File: src/rtl/text_pkg.sv
// Shared constants and types for the text-rectangle character buffer.
package text_pkg;

  localparam int TEXT_ADDR_W = 8;
  localparam int TEXT_CHAR_W = 7;
  localparam logic [TEXT_CHAR_W-1:0] TEXT_BLANK_CHAR = 7'h20;

  typedef enum logic [1:0] {
    INIT_CLR,
    IDLE,
    CLEAR
  } char_buf_state_t;

endpackage

File: src/rtl/char_buf_ram.sv
// Character-code storage: one registered read port, one write port, read-first.
module char_buf_ram
  import text_pkg::*;
#(
  parameter int ADDR_W = TEXT_ADDR_W,
  parameter int CHAR_W = TEXT_CHAR_W
) (
  input  logic              clk,
  input  logic              we,
  input  logic [ADDR_W-1:0] waddr,
  input  logic [CHAR_W-1:0] wdata,
  input  logic [ADDR_W-1:0] raddr,
  output logic [CHAR_W-1:0] rdata
);

  logic [CHAR_W-1:0] mem [2**ADDR_W];

  // No reset so synthesis can map this onto block or distributed RAM.
  always_ff @(posedge clk) begin
    if (we) begin
      mem[waddr] <= wdata;
    end
    rdata <= mem[raddr];
  end

endmodule

File: src/rtl/char_buf_ctrl.sv
// Character buffer controller: serves renderer reads every cycle and commits
// single-character writes and full clears only while vertical blanking is active.
module char_buf_ctrl
  import text_pkg::*;
#(
  parameter int                ADDR_W     = TEXT_ADDR_W,
  parameter int                CHAR_W     = TEXT_CHAR_W,
  parameter logic [CHAR_W-1:0] BLANK_CHAR = TEXT_BLANK_CHAR
) (
  input  logic              clk,
  input  logic              rst,
  input  logic              vblnk,
  input  logic [ADDR_W-1:0] char_xy,
  output logic [CHAR_W-1:0] char_code,
  input  logic              wr_req,
  input  logic [ADDR_W-1:0] wr_addr,
  input  logic [CHAR_W-1:0] wr_data,
  output logic              wr_ack,
  input  logic              clr_req,
  output logic              clr_done,
  output logic              busy
);

  char_buf_state_t   state;
  logic [ADDR_W-1:0] cnt;
  logic              rd_valid;
  logic              accept_wr;
  logic              mem_we;
  logic [ADDR_W-1:0] mem_addr;
  logic [CHAR_W-1:0] mem_data;
  logic [CHAR_W-1:0] ram_rdata;

  // A write is taken only in IDLE, when no clear wants the buffer, and never in
  // the ack cycle, so a request held until its ack commits exactly once.
  assign accept_wr = (state == IDLE) && !clr_req && wr_req && vblnk && !wr_ack;

  always_comb begin
    mem_we   = 1'b0;
    mem_addr = cnt;
    mem_data = BLANK_CHAR;
    case (state)
      INIT_CLR, CLEAR: mem_we = vblnk;
      IDLE: begin
        if (accept_wr) begin
          mem_we   = 1'b1;
          mem_addr = wr_addr;
          mem_data = wr_data;
        end
      end
      default: mem_we = 1'b0;
    endcase
  end

  always_ff @(posedge clk or negedge rst) begin
    if (!rst) begin
      state    <= INIT_CLR;
      cnt      <= '0;
      busy     <= 1'b1;
      wr_ack   <= 1'b0;
      clr_done <= 1'b0;
      rd_valid <= 1'b0;
    end else begin
      wr_ack   <= 1'b0;
      clr_done <= 1'b0;
      rd_valid <= 1'b1;
      case (state)
        INIT_CLR, CLEAR: begin
          if (vblnk) begin
            cnt <= cnt + 1'b1;
            if (cnt == {ADDR_W{1'b1}}) begin
              state    <= IDLE;
              busy     <= 1'b0;
              clr_done <= 1'b1;
            end
          end
        end
        IDLE: begin
          if (clr_req) begin
            state <= CLEAR;
            cnt   <= '0;
            busy  <= 1'b1;
          end else if (accept_wr) begin
            wr_ack <= 1'b1;
          end
        end
        default: begin
          state <= INIT_CLR;
          cnt   <= '0;
          busy  <= 1'b1;
        end
      endcase
    end
  end

  char_buf_ram #(
    .ADDR_W(ADDR_W),
    .CHAR_W(CHAR_W)
  ) u_ram (
    .clk  (clk),
    .we   (mem_we),
    .waddr(mem_addr),
    .wdata(mem_data),
    .raddr(char_xy),
    .rdata(ram_rdata)
  );

  // The RAM read register is unreset; mask it so char_code reads 0 out of reset.
  assign char_code = rd_valid ? ram_rdata : '0;

endmodule

File: config.mk
export PLATFORM = sky130hd
export DESIGN_NAME = char_buf_ctrl
export DESIGN_NICKNAME = d
export VERILOG_FILES = /design/src/rtl/text_pkg.sv /design/src/rtl/char_buf_ram.sv /design/src/rtl/char_buf_ctrl.sv
export SDC_FILE = /design/constraint.sdc
export NUM_CORES = 2
export LEC_CHECK = 0
export ABC_AREA = 1
export CORE_MARGIN = 8
export CORE_UTILIZATION = 35
export CTS_BUF_LIST = sky130_fd_sc_hd__clkbuf_4 sky130_fd_sc_hd__clkbuf_8
export CTS_CLUSTER_DIAMETER = 60
export DETAILED_ROUTE_END_ITERATION = 7
export PLACE_DENSITY_LB_ADDON = 0.2
export SYNTH_ARGS = -nofsm -noshare
export SYNTH_HDL_FRONTEND = slang
export SYNTH_SLANG_ARGS = --single-unit
File: constraint.sdc
create_clock -name clk -period 11 [get_ports clk]
set_clock_uncertainty 0.15 [all_clocks]
set_input_delay 1.1 -clock clk [delete_from_list [all_inputs] [get_ports clk]]
set_output_delay 1.1 -clock clk [all_outputs]
set_load 0.01 [all_outputs]
# Word level (Yosys, flattened, before mapping)

Memory sizes are Yosys's and may differ from the RTL's. A register that Yosys moved wholly into a read port is not among the register bits.
Cells that the tools add are included.

Flip-flop bits (word level): 14
RAM bits: 1,792
Input port bits: 28
Output and inout bits: 10
Logic and storage cells: 49
Memories kept: 1

Memories:

| name      | words | bits a word | read ports | clocked after Yosys merged registers in | write ports | line               | source |
|---|---|---|---|---|---|---|---|
| u_ram.mem | 256   | 7           | 1          | 1                                       | 1           | char_buf_ram.sv:16 | `logic [CHAR_W-1:0] mem [2**ADDR_W];` |

$add $sub $neg: 1
Equality and inequality tests: 6
Multiplexer cells: 25
Reductions and logical operators: 10

Operators with widths:

| kind                  | number |
|---|---|
| $mux W8               | 4 |
| $mux W7               | 3 |
| $pmux W8 S2           | 1 |
| $mux W1               | 11 |
| $add A8 B1 Y8 const B | 1 |
| $eq A8 B8 Y1 const B  | 1 |
| $mux W2               | 3 |
| $ne A2 B2 Y1 const B  | 3 |
| $logic_and A1 B1 Y1   | 4 |
| $pmux W1 S2           | 2 |
| $pmux W2 S2           | 1 |
| $reduce_and A3 Y1     | 1 |
| $eq A2 B1 Y1 const B  | 1 |
| $eq A2 B2 Y1 const B  | 1 |
| $logic_not A1 Y1      | 2 |
| $logic_not A2 Y1      | 1 |
| $reduce_and A2 Y1     | 1 |
| $reduce_or A2 Y1      | 1 |

# Depth between registers and ports, before layout

Word-level depth: 9
Mapped depth: 15
Gate-level depth less buffers: 13

# Modules after synthesis

Synthesis repeated with hierarchy kept, for this count alone.

Cell total of the unflattened synthesis: 6,356
Area, all modules: 74,169.9 µm²

Modules (own cells, without submodules):

| module        | times used | cells an instance | area an instance (µm²) | seq. area each (µm²) |
|---|---|---|---|---|
| char_buf_ram  | 1          | 6,218             | 73,269.0               | 53,951.7 |
| char_buf_ctrl | 1          | 138               | 900.9                  | 351.6 |

# Least setup slack after synthesis

No wires, ideal clock.

Path type: input-to-reg
Start point: input port wr_req
End point: memory u_ram.mem[0][0] (netlist name), data pin
Setup time: 1.389 ns
Arrival: 7.469 ns
Data required time: 9.461 ns
Slack: 1.993 ns
Stages on the path: 5
Cell sequence: nand2_1 > nor2_1 > nand2_4 > buf_2 > nor2_1

Word-level cells in the longest chain between the ends: 5

RTL lines:

| what                             | line                | source |
|---|---|---|
| start: declaration               | char_buf_ctrl.sv:15 | `input logic wr_req,` |
| $logic_and A1 B1 Y1 (3 in a row) | char_buf_ctrl.sv:35 | `assign accept_wr = (state == IDLE) && !clr_req && wr_req && vblnk && !wr_ack;` |
| $mux W7                          | char_buf_ctrl.sv:44 | `if (accept_wr) begin` |
| $mux W7                          | char_buf_ctrl.sv:41 | `case (state)` |
| net mem_data[0]                  | char_buf_ctrl.sv:30 | `logic [CHAR_W-1:0] mem_data;` |
| end: declaration                 | char_buf_ram.sv:16  |  |

The timed path passes the listed nets, and every way through them passes these cells.

==> metrics.md <==
| Metric | Value |
|---|---|
| Cell count after synthesis | 6,345 |
| Cell Area, Synth | 73,900 µm² |
| CTS tree | done |
| CP max FO | 102 |
| Number of remaining DRC errors | 0 |
| Post-CTS Repair Setup Buffers | 0 |
| Reg area | 54,300 µm² |
| Nets | about 6,400 |
| Crit-path most repeated cell | nand3_1 |
| H-tree levels | 5 |
| DRT Pass-1 Iters | 6 |
| Avg WL per Cell | 23.4 µm |
| PortBufs | 37 |
| Initial Util | 35.2% |
| Post-synthesis mux area share | 0% |
| Final HPWL DP | roughly 120,000 µm |
| Pleak | around 30 nW |
| Layout Cells excl Fill | between 9,000 and 10,000 |
| TritonCTS Sinks | 1,813 |
| Fin Setup TNS | 0 ns |
| CTS Hold Bufs | 0 |
| Clk slew on worst S/H paths | 0.06 ns |
| Max Clock Freq | 214 MHz |
| 1st-iter DRT viols | 4,439 |
| Final ANT Viol Nets | 0 |
| Die area | 226,000 µm² |
| Top delay family on crit path | buffers and inverters |
| Gpl congestion | between 0.8 and 0.9 |
| Most frequent cells in the layout | nand2_1, edfxtp_1, nand3_1 |
| Chip Height | 476 µm |
| Share of cells above drive strength 1 | a little under a tenth |
| Adder-cell share of the synthesized area | 0.0169% |
| Global-route wire length before repair | about 320,000 µm |
| Syn Nets | about 6,400 |
| Area Overhead vs Synth | 11.7% |
| Synth warnings | 0 |
| Max stage delay on crit path | between 0.9 and 1 ns |
| Area of the multi-input gates | 17,600 µm² |
| Max clock buf depth | 4 |
| Initial antenna violation count | 9 |
| Gr usage total | 18.9% |
| Vias | 48,851 |
| Core area | 210,000 µm² |
| XOR/XNOR Fraction of Synth Area | 0% |
| Final slew viol count | 0 |
| Vias in the first global route | 48,551 |
| Crit Path Class | in -> reg |
| Hold Crit Class | reg -> reg |
| Synth Area in Simple Gates | about a quarter |
| MaxCap Viol Count | 0 |
| Seq cells post-synth | around 1,800 |
| Grt ovf | 0 |
| Outcome | completed |
| Root buf cell | clkbuf_8 |
| I/O pins | 38 |
| Fill cells | 20,352 |
| Unrepaired setup endpoints after global routing | no |
| Compound-Gate Fraction of Synth Area | 0.198% |
| Pin count of the biggest net entering global routing | roughly 190 |
| Worst-path cell chain | buf_8, buf_4, buf_4, buf_4, nand2_1, nand3_1, nand3_1, nand3_1, nand3_1, nand2_1, nand2_1, nand3_1, nand3_1, nand2_1 |
| Sequential share of the synthesized area | 73.4% |
| Post-CTS Resized | 0 |
| Placed cells | 8,826 |
| Count of cell types in the netlist | 31 |
| Pwr dens | between 150 and 200 nW/µm² |
| Rel. slew slack | 23.4% |
| Setup violators final | 0 |
| Routed WL | 219,000 µm |
| Count of final hold-check violations | 0 |
| Slowest stage cell, crit path | buf_4 |
| Worst EP arrival | 5.50 ns |
| Rows | roughly 170 |
| CP Launch Type | input port |
| Crit path required time | 11.82 ns |
| Worst VDD drop | approximately 0.00012 V |
| Worst-Skew Late Latency | around 1 ns |
| Vias per cell | 5.21 |
| Die width | between 400 and 500 µm |
| Mean post-synth cell area | 11.7 µm² |
| WP buf/inv | 4 |
| Crit end category | flip-flop |
| CTS buffer count | 324 |
| Worst-margin pin slew | 1.15 ns |
| Commonest non-fill, non-tap cell in the layout | nand2_1 |
| Final worst path period share | a little over two fifths |
| Largest family of logic cells by synthesized area | simple AND/OR/NAND/NOR gates |
| Period minus WS final | 4.68 ns |
state kept, by name, indices dropped and copies added (netlist names):
signal	flops
busy	1
clr_done	1
cnt	8
rd_valid	1
state	2
u_ram.mem	1792
u_ram.rdata	7
wr_ack	1
path summary, 6_finish.rpt:
| check | start | endpoint | slack, ns | cells after the start |
|---|---|---|---|---|
| min in group asynchronous | rst | cnt[7] | 0.34 | 1 |
| hold reg to reg | busy | busy | 0.31 | 2 |
| setup / recovery | char_xy[0] | u_ram.rdata[6] | 6.32 | 14 |
| setup reg to reg | state[0] | u_ram.mem[75][1] | 6.89 | 12 |
| hold / removal | busy | busy | 0.31 | 2 |
| max in group asynchronous | rst | busy | 9.92 | 1 |
cell families after synthesis:
logic type               count (synthesis)
other                                    1
AO/OA/AOI/OAI                           18
flip-flops                            1813
adder cells (fa/ha/maj)                  1
buffers and inverters                  499
AND/OR/NAND/NOR                       4013
per-layer routing:
layer / vias up / GRT usage [%] / wire length, µm / share of wire (%)
li1: 22382 / - / - / -
met1: 24348 / 26.1 / 96500 / 44
met2: 1661 / 30.3 / 103000 / 47
met3: 458 / 2.86 / 12500 / 5.7
met4: 2 / 7.11 / 7560 / 3.5
met5: - / 0 / 13 / 0.0059
report_power, final:
group / switching [mW] / internal (mW) / leakage [nW]
logic: 0.819 / 0.222 / 8.58
clock network: 2.71 / 3.22 / 3.13
registers: 0.0274 / 7.55 / 17.9
total: 3.56 / 11.0 / 29.7
cells in the mapped netlist:
library cell / instances / area, µm²
inv_2: 11 / 41.3
o21ai_4: 4 / 65.1
a21oi_1: 4 / 20.0
dfstp_2: 1 / 26.3
nand4_1: 1 / 6.26
nand3_1: 1724 / 8630
dfrtp_1: 13 / 325
nand3_2: 1 / 10.0
nand2_4: 1 / 11.3
buf_6: 5 / 56.3
nor2_2: 5 / 31.3
o21ai_2: 3 / 26.3
clkinv_1: 1 / 3.75
buf_2: 152 / 761
dfxtp_1: 7 / 140
ha_1: 1 / 12.5
inv_1: 60 / 225
nor3_4: 1 / 16.3
buf_1: 74 / 278
clkbuf_1: 187 / 702
nor2_1: 296 / 1110
buf_4: 9 / 67.6
edfxtp_1: 1792 / 53800
nor3_1: 8 / 40.0
nand2_1: 1957 / 7350
nor3b_1: 1 / 7.51
nor2_4: 4 / 45.0
or2_2: 1 / 6.26
nand2_2: 13 / 81.3
o21ai_0: 7 / 35.0
conb_1: 1 / 3.75
worst reg2reg max path, delay by kind of cell, from the launching register on:
| kind | cells | cell delay [ns] |
|---|---|---|
| flip-flops | 1 | 0.40 |
| AND/OR/NAND/NOR | 7 | 2.11 |
| buffers and inverters | 4 | 0.67 |
| AO/OA/AOI/OAI | 1 | 0.32 |
area by class of cell:
class	count	share of cell area, %
Clock buffer	442	6.56
Inverter	72	0.358
Antenna cell	5	0.0151
Clock inverter	95	0.577
Tap cell	2805	4.25
Sequential cell	1813	65.7
Multi-Input combinational cell	4033	21.3
Timing Repair Buffer	103	1.21
metrics by stage:
| step | setup WS [ns] | utilization, % | cell area, µm² | hold WS (ns) | power (mW) |
|---|---|---|---|---|---|
| after floorplan | 1.99 | - | 73900 | 0.317 | 8.32 |
| after global placement | 5.33 | 36.6 | 76700 | 0.308 | 8.76 |
| after detailed placement | 5.34 | 36.6 | 76700 | 0.308 | 8.76 |
| after CTS | 6.47 | 39.4 | 82600 | 0.258 | 14.7 |
| after global routing | 6.07 | 39.4 | 82600 | 0.333 | 15.0 |
| final | 6.32 | 39.4 | 82600 | 0.314 | 14.6 |
Note: power is estimated with default switching activity, not from simulation.
